### config.mk
export PLATFORM = sky130hd
export DESIGN_NAME = simplez_io
export DESIGN_NICKNAME = d
export VERILOG_FILES = /design/src/rtl/simplez_io.sv
export SDC_FILE = /design/constraint.sdc
export NUM_CORES = 1
export LEC_CHECK = 0
export BUFFER_PORTS_ARGS = -buffer_cell sky130_fd_sc_hd__buf_2
export CAP_MARGIN = 20
export CORE_MARGIN = 1
export CORE_UTILIZATION = 59
export CTS_BUF_LIST = sky130_fd_sc_hd__clkbuf_4 sky130_fd_sc_hd__clkbuf_8
export CTS_CLUSTER_DIAMETER = 50
export DETAILED_ROUTE_END_ITERATION = 12
export PLACE_DENSITY = 0.83
export RECOVER_POWER = 100
export SLEW_MARGIN = 20
export SYNTH_ARGS = -nofsm -noshare
export SYNTH_HDL_FRONTEND = slang
export SYNTH_SLANG_ARGS = --single-unit
### constraint.sdc
create_clock -name clk -period 4.2 [get_ports clk]
set_input_delay 1.05 -clock clk [delete_from_list [all_inputs] [get_ports clk]]
set_output_delay 1.05 -clock clk [all_outputs]
set_load 0.02 [all_outputs]
### src/rtl/simplez_io.sv
// Memory-mapped LED register and 8N1 UART transmitter at word addresses 0x1FC..0x1FF.
// Reads return on dout one cycle after the strobe; TXDATA writes while busy are dropped and flagged as overrun.
module simplez_io #(
  parameter int BAUD_DIV = 104
) (
  input  logic        clk,
  input  logic        rst,
  input  logic [8:0]  addr,
  input  logic [11:0] din,
  input  logic        we,
  input  logic        rd,
  output logic        hit,
  output logic [11:0] dout,
  output logic [3:0]  leds,
  output logic        tx
);

  localparam int CW = (BAUD_DIV > 1) ? $clog2(BAUD_DIV) : 1;
  localparam logic [CW-1:0] CNT_LAST = CW'(BAUD_DIV - 1);

  typedef enum logic [1:0] {IDLE, START, DATA, STOP} state_t;

  state_t        state, state_nx;
  logic [CW-1:0] cnt, cnt_nx;
  logic [2:0]    bitn, bitn_nx;
  logic [7:0]    shreg, shreg_nx;
  logic          overrun, overrun_nx;
  logic          ready;
  logic          wr_en, rd_en;
  logic          wr_leds, wr_txdata, rd_txstat;
  logic          baud_last;
  logic [11:0]   rdata;
  logic          unused_din;

  assign unused_din = ^din[11:8];

  // Decode: the top four words of the 512-word space.
  assign hit   = (addr[8:2] == 7'h7f);
  assign wr_en = we & hit & ~rst;
  assign rd_en = rd & hit & ~rst;

  assign wr_leds   = wr_en & (addr[1:0] == 2'd0);
  assign wr_txdata = wr_en & (addr[1:0] == 2'd1);
  assign rd_txstat = rd_en & (addr[1:0] == 2'd2);

  assign ready     = (state == IDLE);
  assign baud_last = (cnt == CNT_LAST);

  // Read mux sees pre-write state, so a same-cycle write+read returns the old value.
  always_comb begin
    rdata = 12'h000;
    case (addr[1:0])
      2'd0:    rdata = {8'h00, leds};
      2'd2:    rdata = {10'h000, overrun, ready};
      default: rdata = 12'h000;
    endcase
  end

  always_comb begin
    state_nx = state;
    cnt_nx   = cnt;
    bitn_nx  = bitn;
    shreg_nx = shreg;
    case (state)
      IDLE: begin
        if (wr_txdata) begin
          state_nx = START;
          cnt_nx   = '0;
          shreg_nx = din[7:0];
        end
      end
      START: begin
        if (baud_last) begin
          state_nx = DATA;
          cnt_nx   = '0;
          bitn_nx  = 3'd0;
        end else begin
          cnt_nx = cnt + 1'b1;
        end
      end
      DATA: begin
        if (baud_last) begin
          cnt_nx   = '0;
          shreg_nx = {1'b0, shreg[7:1]};
          if (bitn == 3'd7) begin
            state_nx = STOP;
          end else begin
            bitn_nx = bitn + 3'd1;
          end
        end else begin
          cnt_nx = cnt + 1'b1;
        end
      end
      STOP: begin
        if (baud_last) begin
          state_nx = IDLE;
          cnt_nx   = '0;
        end else begin
          cnt_nx = cnt + 1'b1;
        end
      end
      default: begin
        state_nx = IDLE;
        cnt_nx   = '0;
      end
    endcase
  end

  // A busy write sets overrun even when a status read clears it in the same cycle.
  always_comb begin
    overrun_nx = overrun;
    if (rd_txstat) begin
      overrun_nx = 1'b0;
    end
    if (wr_txdata && !ready) begin
      overrun_nx = 1'b1;
    end
  end

  always_comb begin
    tx = 1'b1;
    case (state)
      START:   tx = 1'b0;
      DATA:    tx = shreg[0];
      default: tx = 1'b1;
    endcase
  end

  always_ff @(posedge clk) begin
    if (rst) begin
      state   <= IDLE;
      cnt     <= '0;
      bitn    <= 3'd0;
      shreg   <= 8'h00;
      overrun <= 1'b0;
      leds    <= 4'h0;
      dout    <= 12'h000;
    end else begin
      state   <= state_nx;
      cnt     <= cnt_nx;
      bitn    <= bitn_nx;
      shreg   <= shreg_nx;
      overrun <= overrun_nx;
      if (wr_leds) begin
        leds <= din[3:0];
      end
      if (rd_en) begin
        dout <= rdata;
      end
    end
  end

endmodule

### Word level (Yosys, flattened, before mapping)

Cells that the tools add are included.

| word-level totals | value |
|---|---|
| flip-flop bits (word level) | 37 |
| bits in latches | 0 |
| memory bits (writable) | 0 |
| memory bits (read-only) | 0 |
| input bits | 25 |
| output and inout bits | 18 |
| logic and storage cells | 62 |
| memories | 0 |

| operators by class | value |
|---|---|
| add/subtract/negate cells | 2 |
| multiply operators | 0 |
| div/mod/pow operators | 0 |
| magnitude comparators | 0 |
| eq/ne operators | 14 |
| shifts and indexed selects | 0 |
| mux-type cells | 20 |
| bitwise operators | 8 |
| reduce and logical (&&, ||, !) cells | 11 |

Operator list:

| cell | number |
|---|---|
| 8-bit 2-to-1 mux | 2 |
| 8-bit case mux with 2 select lines | 1 |
| 7-bit == test, second input constant | 2 |
| 7-bit 2-to-1 mux | 2 |
| 7-bit case mux with 2 select lines | 1 |
| 2-bit 2-to-1 mux | 5 |
| 2-bit inequality test, second input constant | 5 |
| 3-bit 2-to-1 mux | 3 |
| 2-bit case mux with 4 select lines | 1 |
| 4-bit case mux with 2 select lines | 1 |
| 7-bit by 1-bit adder with 7-bit output, second input constant | 1 |
| 1-bit bitwise AND | 7 |
| 2-bit == test, second input constant | 3 |
| 3-bit case mux with 2 select lines | 1 |
| 2-bit nonzero test | 3 |
| 5-bit AND reduction | 1 |
| 2-bit by 1-bit == test with 1-bit output, second input constant | 2 |
| 2-bit zero test | 2 |
| 4-bit AND reduction | 1 |
| 3-bit by 1-bit adder with 3-bit output, second input constant | 1 |
| 3-bit == test, second input constant | 1 |
| 3-bit AND reduction | 1 |
| 3-bit OR reduction | 1 |
| 1-bit 2-to-1 mux | 2 |
| 5 further kinds | 5 |

### Depth between registers and ports, before layout

Gate-level depths: netlist (run 1).

| logic depth | value |
|---|---|
| depth in word-level cells | 6 |
| mapped depth | 8 |

### Worst setup path before layout (run 1)

No wires, ideal clock.

| path | value |
|---|---|
| path type | input to output |
| from | input port addr[4] |
| to | output port hit |
| arrival | 1572 ps |
| setup slack | 1578 ps |
| cell stages on the path | 2 |
| cell sequence | nand3_1 -> nor2_1 |

| between the ends | value |
|---|---|
| word-level cells in the longest chain between the ends | 1 |

Ends and longest elaborated chain:

| what | RTL line | text |
|---|---|---|
| start: declaration | 8 | `input logic [8:0] addr,` |
| 7-bit == test | 38 | `assign hit = (addr[8:2] == 7'h7f);` |
| end: declaration | 12 | `output logic hit,` |

No other way between the ends.

### Worst setup path after layout (run 1)

| path | value |
|---|---|
| from | register state[0] |
| to | output port tx |

| between the ends | value |
|---|---|
| word-level cells in the longest chain between the ends | 2 |

Ends and longest elaborated chain:

| what | RTL line | text |
|---|---|---|
| start: declaration | 23 | `state_t state, state_nx;` |
| start signal: assignment | 139 | `state <= state_nx;` |
| 2-bit == test / 2-bit by 1-bit == test with 1-bit output (equally long branches) | 122 | `case (state)` |
| 1-bit case mux with 2 select lines * | 122 |  |
| end: declaration | 15 | `output logic tx` |

Mark *: on every way between the ends. The rest lies on a longest branch, timed or not.

==> flow_metrics.tcl, run 1 <==
set metrics [dict create \
    status "finished clean" \
    critPathLaunchType "flip-flop" \
    groute.usage.overall 0.233 \
    fin_setup_tns_ns 0 \
    vdd_ir_drop_max_mv 0.230 \
    gp_congestion 0.902 \
    ys_async_sr_fraction 0 \
    grt_max_degree 32 \
    overflow 0 \
    timing.rr.start "state[0]" \
    finalHoldViolations 0 \
    grt_util_met1 0.266 \
    grt_pass1_vias 1388 \
    critPathRequiredTime_ns 3.15 \
    powerDensity_nw_per_um2 307 \
    cts_root_buf "clkbuf_4" \
    fin_hold_ws_ns 0.462 \
    critical_path_arrival_ns 2.01 \
    reg2reg_depth 6 \
    htreeDepth 2 \
    p_leak_nw 0.708 \
    hold_path_startpoint "bitn[1]" \
    die-area_um2 3090 \
    cts_setup_buffers 0 \
    num_vias 1517 \
    insertion_delay_ns 0.33 \
    drtIter0Drc 36 \
    hp-class "reg -> reg" \
    cp-end-kind "output port" \
    layout_commonest_cell "dfxtp_1" \
    multi_input_area_um2 973 \
    holdPathEnd "bitn[1]" \
    swShare 0.226 \
    synth_ff_type "dfxtp_1" \
    ys_ff_latch 29 \
    rsz0062_at_grt "no" \
    dpl.cell_count 245 \
    die_h_um 55.5 \
    postSynthCellCount 193 \
    cts_made_buffers 5 \
    seq_area_um2 581 \
    hpwlAfterDp_mm 2.69 \
    yosys_warnings 0 \
    drt_wl_total_mm 3.61 \
    fin_util 0.676 \
    ioPinCount 43 \
    synth_seq_area_share 0.343 \
    ys_types 42 \
    synth_area_per_cell_um2 8.76 \
    drc 0 \
    setup_violations 0 \
    worst_slew_margin_rel 0.153 \
    skew_ns 0.0104 \
    antenna_found_initial 0 \
    area_delta_synth_final_pct 9.17 \
    vias_per_cell 6.00 \
    min_path_cells 2 \
    die_x_um 55.5 \
    p_comb_frac 0.077 \
    pwr-share-seq 0.487 \
    p_int_w 0.000438 \
    fmax_mhz 326 \
    reg2reg_slack_ns 1.73 \
    cts_hold_buf 0 \
    rows 19 \
    tightest_slew_ns 1.27 \
    grtUsageMet3 0.0632 \
    top_usage_layer "met2" \
    gr-usage-met2 0.391 \
    synth_area_um2 1690 \
    p_sw_w 0.000128 \
    worst-setup-path-type "reg -> out" \
    grt_pass1_wl_mm 5.66 \
    start_util 0.619 \
    fin_crit_sh 0.729 \
    ant_nets 0 \
    cts_tree "built" \
    clock_path_buffers 2 \
    cts.sinks 29 \
    maxCapViolations 0 \
    clk_pin_slew_ns 0.10 \
    layout_min_cycle_time_ns 3.06 \
    finalNonFillerCells 253 \
    final_nets 254 \
    nFillCells 238 \
    reg2reg_to "shreg[2]" \
    cts_resized 0 \
    io_buffer_count 30 \
    synth_edf_count 0 \
    maxSlewViolCount 0 \
    crit_path_max_fanout 19 \
    p_clk_frac 0.436 \
    n_antenna_cell 0 \
    drive_gt1_frac 0.167 \
    core_um2 2730 \
    final_cell_mix "29 x dfxtp_1, 21 x a21oi_1, 18 x buf_2" \
    drt-wirelength-per-cell_um 14.2 \
    dr.pass1.iters 5 \
]
==> worst max path at each step <==
stage / start / end / slack [ns] / cells after the start
after floorplan: addr[4] / hit / 1.58 / 2
after global placement: rst / shreg[3] / 1.38 / 5
after detailed placement: rst / shreg[1] / 1.32 / 5
after CTS: state[0] / tx / 1.19 / 4
after global routing: state[0] / tx / 1.0 / 4
final: state[0] / tx / 1.14 / 4
==> registers in the layout, indices dropped and copies added (netlist names) <==
register  count
shreg         8
dout          4
state         2
bitn          3
cnt           7
overrun       1
leds          4
==> cells in the mapped netlist, drive strengths merged (3+ instances only) <==
library cell  instances  area share
nand2                17       0.038
clkbuf                4      0.0096
ha                    8       0.059
o21ai                10       0.030
o32ai                 3       0.016
dfxtp                29        0.34
and3                  4       0.015
nand3                13       0.038
or3                  10       0.040
nor2                 10       0.022
a21oi                21       0.062
inv                   8       0.018
o31ai                 3       0.013
buf                  11       0.055
mux2i                15       0.089
==> kinds of logic after synthesis <==
logic type | Yosys count | share of synthesized area
AOI/OAI and AO/OA | 46 | 0.172
adders and majority gates | 8 | 0.0592
buffers and inverters | 24 | 0.0902
DFF | 29 | 0.343
muxes | 15 | 0.0888
other | 1 | 0.00222
and+or+nand+nor | 70 | 0.245
==> per-layer routing <==
metal / wire (µm) / part of all wire / vias to the layer above
li1: - / - / 743
met3: 118 / 0.033 / 11
met5: 0 / 0 / -
met1: 1570 / 0.44 / 726
met4: 112 / 0.031 / 0
met2: 1800 / 0.50 / 37
==> power by group through the flow <==
stage / Clock [W] / Combinational (W) / Sequential [W]
floorplan: 0 / 0.0000328 / 0.000282
global placement: 0 / 0.0000417 / 0.000282
detailed placement: 0 / 0.0000438 / 0.000282
CTS: 0.000250 / 0.0000440 / 0.000276
global route: 0.000260 / 0.0000472 / 0.000276
finish: 0.000247 / 0.0000436 / 0.000276
==> cell type report <==
| class | count | area share |
|---|---|---|
| flip-flops and latches | 29 | 0.314 |
| clock inverters | 1 | 0.0163 |
| multi-input cells | 147 | 0.527 |
| repair buffers | 30 | 0.0732 |
| clock buffers | 7 | 0.0318 |
| inverters | 8 | 0.0163 |
| well taps | 31 | 0.0210 |
==> worst max-delay path, cell delays in order, from the launching register on <==
cell and delay, ns:
dfxtp_1 0.35, inv_1 0.12, ha_1 0.68, mux2i_1 0.28, clkbuf_1 0.25
==> metrics by stage <==
stage | instance area [µm²] | setup slack [ns] | power, W
after detailed placement | 1780 | 1.32 | 0.000326
after global routing | 1850 | 0.995 | 0.000584
after floorplan | 1720 | 1.58 | 0.000315
final | 1850 | 1.14 | 0.000566
after CTS | 1870 | 1.19 | 0.000569
after global placement | 1780 | 1.38 | 0.000324
Note: power is estimated with default switching activity, not from simulation.
==> run 2, diff against run 1 <==
--- a/config.mk
+++ b/config.mk
@@ -5,14 +5,15 @@
 export SDC_FILE = /design/constraint.sdc
 export NUM_CORES = 1
 export LEC_CHECK = 0
+export ABC_AREA = 1
 export BUFFER_PORTS_ARGS = -buffer_cell sky130_fd_sc_hd__buf_2
 export CAP_MARGIN = 20
 export CORE_MARGIN = 1
-export CORE_UTILIZATION = 59
+export CORE_UTILIZATION = 50
 export CTS_BUF_LIST = sky130_fd_sc_hd__clkbuf_4 sky130_fd_sc_hd__clkbuf_8
 export CTS_CLUSTER_DIAMETER = 50
 export DETAILED_ROUTE_END_ITERATION = 12
-export PLACE_DENSITY = 0.83
+export PLACE_DENSITY = 0.75
 export RECOVER_POWER = 100
 export SLEW_MARGIN = 20
 export SYNTH_ARGS = -nofsm -noshare
==> constraint.sdc (replaced) <==
create_clock -name clk -period 2.5 [get_ports clk]
set_input_delay 0.625 -clock clk [delete_from_list [all_inputs] [get_ports clk]]
set_output_delay 0.625 -clock clk [all_outputs]
set_load 0.02 [all_outputs]
==> run 2 against run 1 <==
- routed wire length down 12%
- sequential cell count did not move
- synthesized cell count increased by 25%
- clock skew shrank 0.0019 ns
- clock-buffer cell count grew 1
- sequential power rose by 110%
- critical path type unchanged
- critical endpoint unchanged
- largest power group is now combinational cells
- highest routed layer unchanged
==> flow_metrics.tcl, run 2 <==
set metrics [dict create \
    cts_root_buf "clkbuf_4" \
    ioPinCount 43 \
    timing.rr.start "state[0]" \
    hpwlAfterDp_mm 2.28 \
    finalNonFillerCells 318 \
    synth_ff_type "dfxtp_1" \
    drt_wl_total_mm 3.17 \
    slowest_stage "dfxtp_1" \
    vias_per_cell 4.86 \
    drive_gt1_frac 0.143 \
    hold_path_startpoint "dout[0]" \
    fin_setup_tns_ns 0 \
    grt_max_degree 33 \
    layout_commonest_cell "nand2_1" \
    synth_area_per_cell_um2 7.17 \
    critPathRequiredTime_ns 1.88 \
    fin_crit_sh 0.928 \
    antenna_found_initial 0 \
    drt-wirelength-per-cell_um 9.97 \
    cts_setup_buffers 0 \
    gp_congestion 0.829 \
    die_h_um 60.9 \
    synth_top_area_frac 0.335 \
    synth_seq_area_share 0.335 \
    yosys_warnings 0 \
    groute.usage.overall 0.197 \
    clock_path_buffers 2 \
    fmax_mhz 431 \
    grt_pass1_vias 1293 \
    setup_violations 0 \
    synth_edf_count 0 \
    total_power_w 0.00154 \
    rows 21 \
    cts.sinks 29 \
    worst-setup-path-type "reg -> out" \
    critPathLaunchType "flip-flop" \
    drc 0 \
    reg2reg_to "bitn[0]" \
    area_delta_synth_final_pct 8.44 \
    ant_nets 0 \
    largest_reg_flops 8 \
    core_um2 3340 \
    ys_types 30 \
    maxCapViolations 0 \
    cts_resized 0 \
    synth_commonest_cells "52 x nand2_1, 29 x dfxtp_1, 29 x nor2_1, 21 x nand3_1" \
    die-area_um2 3710 \
    reg2reg_depth 9 \
    crit_path_max_fanout 9 \
    cts_made_buffers 5 \
    clk_pin_slew_ns 0.08 \
    cts_hold_buf 0 \
    slowest_delay_ns 0.39 \
    insertion_delay_ns 0.32 \
    io_buffer_count 30 \
    holdPathEnd "dout[0]" \
    yosys.area.top_type "dfxtp_1" \
    rsz0062_at_grt "no" \
    reg2reg_slack_ns 0.39 \
    final_nets 304 \
    layout_min_cycle_time_ns 2.32 \
    path_cells "inv_1 -> ha_1 -> o21ai_0 -> clkbuf_1" \
    dr.pass1.iters 4 \
    postSynthCellCount 242 \
    cp-end-kind "output port" \
    cts_tree "built" \
    grt_pass1_wl_mm 5.33 \
    powerDensity_nw_per_um2 821 \
    pre_cts_slack_ns 0.560 \
    synth_area_leaders "dfxtp_1 33%, nand2_1 11%, nor2_1 6.3%, nand3_1 6.1%, a21oi_1 5.8%" \
    ys_ff_latch 29 \
    critical_path_arrival_ns 1.69 \
    finalHoldViolations 0 \
    vdd_ir_drop_max_mv 0.576 \
    hp-class "reg -> reg" \
    p_leak_nw 0.868 \
    num_vias 1544 \
    ys_async_sr_fraction 0 \
    maxSlewViolCount 0 \
    skew_ns 0.00848 \
    htreeDepth 2 \
    worst_slew_margin_rel 0.348 \
    final_cell_mix "53 x nand2_1, 32 x nor2_1, 29 x dfxtp_1" \
    setup_ws_ns 0.181 \
    max_flop_register "shreg" \
    drtIter0Drc 42 \
    n_antenna_cell 0 \
    tightest_slew_ns 0.976 \
    top_regs "shreg (8), cnt (7)" \
    synth_area_um2 1730 \
    dpl.cell_count 310 \
    start_util 0.520 \
    min_path_cells 2 \
    die_x_um 60.9 \
    synthMostInstantiatedCell "nand2_1" \
    status "finished clean" \
    overflow 0 \
]
## run 2: per-stage QoR
stage	cell area, µm²	hold WS (ns)	utilization
floorplan	1760	0.439	-
global placement	1850	0.448	0.555
detailed placement	1850	0.454	0.555
CTS	1910	0.468	0.573
global route	1880	0.515	0.564
finish	1880	0.466	0.564
## run 2: worst max-delay path by stage
stage                     endpoint  startpoint  slack (ns)
after floorplan                 tx    state[0]        0.41
after global placement         hit     addr[3]        0.56
after detailed placement       hit     addr[3]        0.56
after CTS                       tx    state[0]        0.24
after global routing            tx    state[0]        0.06
final                           tx    state[0]        0.18
## run 2: power breakdown
part / total (W) / switching (W) / leakage [nW] / internal [W]
combinational: 0.000666 / 0.000438 / 0.596 / 0.000228
clock: 0.000296 / 0.000152 / 0.0368 / 0.000144
sequential: 0.000581 / 0.0000463 / 0.236 / 0.000534
## run 2: worst max-delay path, delay by kind of cell, from the launching register on
family	cells	cell delay, ns
buffers and inverters	2	0.35
AOI/OAI and AO/OA	1	0.27
adders and majority gates	1	0.36
DFF	1	0.39
## run 2: per-layer routing
| metal | share of wire | global-route usage |
|---|---|---|
| met1 | 0.50 | 0.250 |
| met2 | 0.45 | 0.314 |
| met3 | 0.029 | 0.0448 |
| met4 | 0.021 | 0.0974 |
| met5 | 0 | 0 |
## run 2: logic make-up after synthesis
| family | count (synthesis) | share of synthesized area |
|---|---|---|
| flops | 29 | 0.335 |
| buf+inv | 40 | 0.126 |
| compound gates | 38 | 0.118 |
| simple gates | 119 | 0.321 |
| fa+ha+maj | 8 | 0.0577 |
| other cells | 1 | 0.00216 |
| mux | 7 | 0.0404 |
## run 2: cell type report
| type | count | area (µm²) |
|---|---|---|
| Fill cell | 351 | 1460 |
| Multi-Input combinational cell | 180 | 947 |
| Sequential cell | 29 | 581 |
| Timing Repair Buffer | 32 | 149 |
| Inverter | 23 | 86.3 |
| Clock buffer | 8 | 60.1 |
| Tap cell | 46 | 57.6 |
==> run 3, diff against run 2 <==
--- a/config.mk
+++ b/config.mk
@@ -8,12 +8,14 @@
 export ABC_AREA = 1
 export BUFFER_PORTS_ARGS = -buffer_cell sky130_fd_sc_hd__buf_2
 export CAP_MARGIN = 20
-export CORE_MARGIN = 1
-export CORE_UTILIZATION = 50
+export CELL_PAD_IN_SITES_DETAIL_PLACEMENT = 0
+export CELL_PAD_IN_SITES_GLOBAL_PLACEMENT = 1
+export CORE_ASPECT_RATIO = 1.25
+export CORE_UTILIZATION = 35
 export CTS_BUF_LIST = sky130_fd_sc_hd__clkbuf_4 sky130_fd_sc_hd__clkbuf_8
 export CTS_CLUSTER_DIAMETER = 50
 export DETAILED_ROUTE_END_ITERATION = 12
-export PLACE_DENSITY = 0.75
+export PLACE_DENSITY = 0.74
 export RECOVER_POWER = 100
 export SLEW_MARGIN = 20
 export SYNTH_ARGS = -nofsm -noshare
==> run 3 against run 2 <==
- die area grew 41%
- sequential power is essentially flat
- combinational power hardly changed
- worst setup slack improved by 0.18 ns
- fmax increased by 8.4%
- first-iteration DRC count rose by 62%
- clock-buffer cell count decreased by 2
==> flow_metrics.tcl, run 3 (synthesized netlist as in run 2, its figures left out) <==
set metrics [dict create \
    critPathRequiredTime_ns 2.68 \
    dr.pass1.iters 4 \
    multi_input_area_um2 932 \
    min_path_cells 2 \
    path_cells "buf_2 -> nor2_8 -> nand4_1 -> nand2_1 -> o21ai_0 -> nand2_1 -> nor2_1" \
    crit_path_max_fanout 32 \
    skew_ns 0.00784 \
    vias_per_cell 4.66 \
    die_x_um 65.0 \
    reg2reg_to "cnt[2]" \
    clk_pin_slew_ns 0.06 \
    fin_setup_tns_ns 0 \
    final_cell_mix "53 x nand2_1, 32 x nor2_1, 29 x dfxtp_1" \
    die_h_um 80.7 \
    reg2reg_depth 6 \
    antenna_found_initial 0 \
    core_um2 4760 \
    critPathLaunchType "input port" \
    ant_nets 0 \
    timing.rr.start "state[0]" \
    critical_path_buf_inv_count 1 \
    insertion_delay_ns 0.28 \
    drtIter0Drc 68 \
    worst_slew_margin_rel 0.342 \
    top_regs "shreg (8), cnt (7)" \
    cts.sinks 29 \
    max_flop_register "shreg" \
    worst-setup-path-type "in -> reg" \
    htreeDepth 2 \
    io_buffer_count 30 \
    drt-wirelength-per-cell_um 11.2 \
    clock_path_buffers 2 \
    layout_min_cycle_time_ns 2.14 \
    status "finished clean" \
    grt_pass1_vias 1429 \
    cts_setup_buffers 0 \
    powerDensity_nw_per_um2 854 \
    cts_made_buffers 5 \
    slowest_delay_ns 0.79 \
    die-area_um2 5240 \
    seq_area_um2 581 \
    maxSlewViolCount 0 \
    holdPathEnd "overrun" \
    slowest_stage "nand2_1" \
    drt_wl_total_mm 3.73 \
    n_antenna_cell 0 \
    drc 0 \
    cts_tree "built" \
    ioPinCount 43 \
    groute.usage.overall 0.162 \
    start_util 0.364 \
    cts_resized 0 \
    vdd_ir_drop_max_mv 0.404 \
    area_delta_synth_final_pct 10.3 \
    rsz0062_at_grt "no" \
    cpMostUsedCell "nand2_1" \
    fmax_mhz 467 \
    nFillCells 553 \
    grt_max_degree 33 \
    cp-end-kind "flip-flop" \
    setup_violations 0 \
    tightest_slew_ns 0.985 \
    overflow 0 \
    reg2reg_slack_ns 0.54 \
    critical-path-top-delay-family "simple AND/OR/NAND/NOR gates" \
    gp_congestion 0.742 \
    fin_crit_sh 0.856 \
    grt_pass1_wl_mm 6.36 \
    cts_hold_buf 0 \
    finalHoldViolations 0 \
    hold_path_startpoint "overrun" \
    num_vias 1546 \
    hpwlAfterDp_mm 2.70 \
    largest_reg_flops 8 \
    hp-class "reg -> reg" \
    fin_hold_ws_ns 0.464 \
    maxCapViolations 0 \
    rows 28 \
    final_nets 304 \
    drive_gt1_frac 0.143 \
    critical_path_arrival_ns 2.32 \
    cts_root_buf "clkbuf_8" \
    layout_commonest_cell "nand2_1" \
    p_leak_nw 0.873 \
]
==> run 3: how the worst max path moves through the flow <==
stage / slack, ns / start / depth (start not counted) / to
finish: 0.36 / rst / 7 / cnt[2]
global route: 0.20 / rst / 7 / cnt[2]
CTS: 0.42 / state[0] / 4 / tx
detailed placement: 0.55 / addr[3] / 6 / hit
global placement: 0.55 / addr[3] / 6 / hit
floorplan: 0.41 / state[0] / 5 / tx
==> run 3: final cells by class <==
class,count,share of cell area
repair buffers,32,0.0798
multi-input cells,180,0.487
clock buffers,6,0.0399
well taps,60,0.0392
flip-flops and latches,29,0.303
inverters,23,0.0451
clock inverters,2,0.00523
==> run 3: where the power goes <==
part | leakage, nW | switching, W | total [W] | internal, W
Sequential | 0.236 | 0.0000458 | 0.000581 | 0.000535
Clock | 0.0484 | 0.000184 | 0.000388 | 0.000203
Combinational | 0.590 | 0.000436 | 0.000666 | 0.000230
==> run 3: tightest hold or removal path, delay by kind of cell (launching register included) <==
| kind | cells | cell delay, ns |
|---|---|---|
| flops | 1 | 0.31 |
| simple gates | 1 | 0.06 |
| compound gates | 1 | 0.05 |
==> run 3: per-stage QoR <==
stage	total power, W	setup slack, ns	instances	area [µm²]	utilization
finish	0.00163	0.361	332	1910	0.402
global route	0.00179	0.200	332	1910	0.402
CTS	0.00168	0.424	332	1960	0.410
detailed placement	0.00128	0.553	324	1870	0.392
global placement	0.00128	0.549	324	1870	0.392
floorplan	0.00122	0.411	249	1760	-
==> run 3: layer usage <==
layer,wire (µm),vias to the layer above,track usage
met5,0,-,0
li1,-,826,-
met4,64,0,0.0844
met3,186,7,0.0511
met2,1770,39,0.279
met1,1710,674,0.176
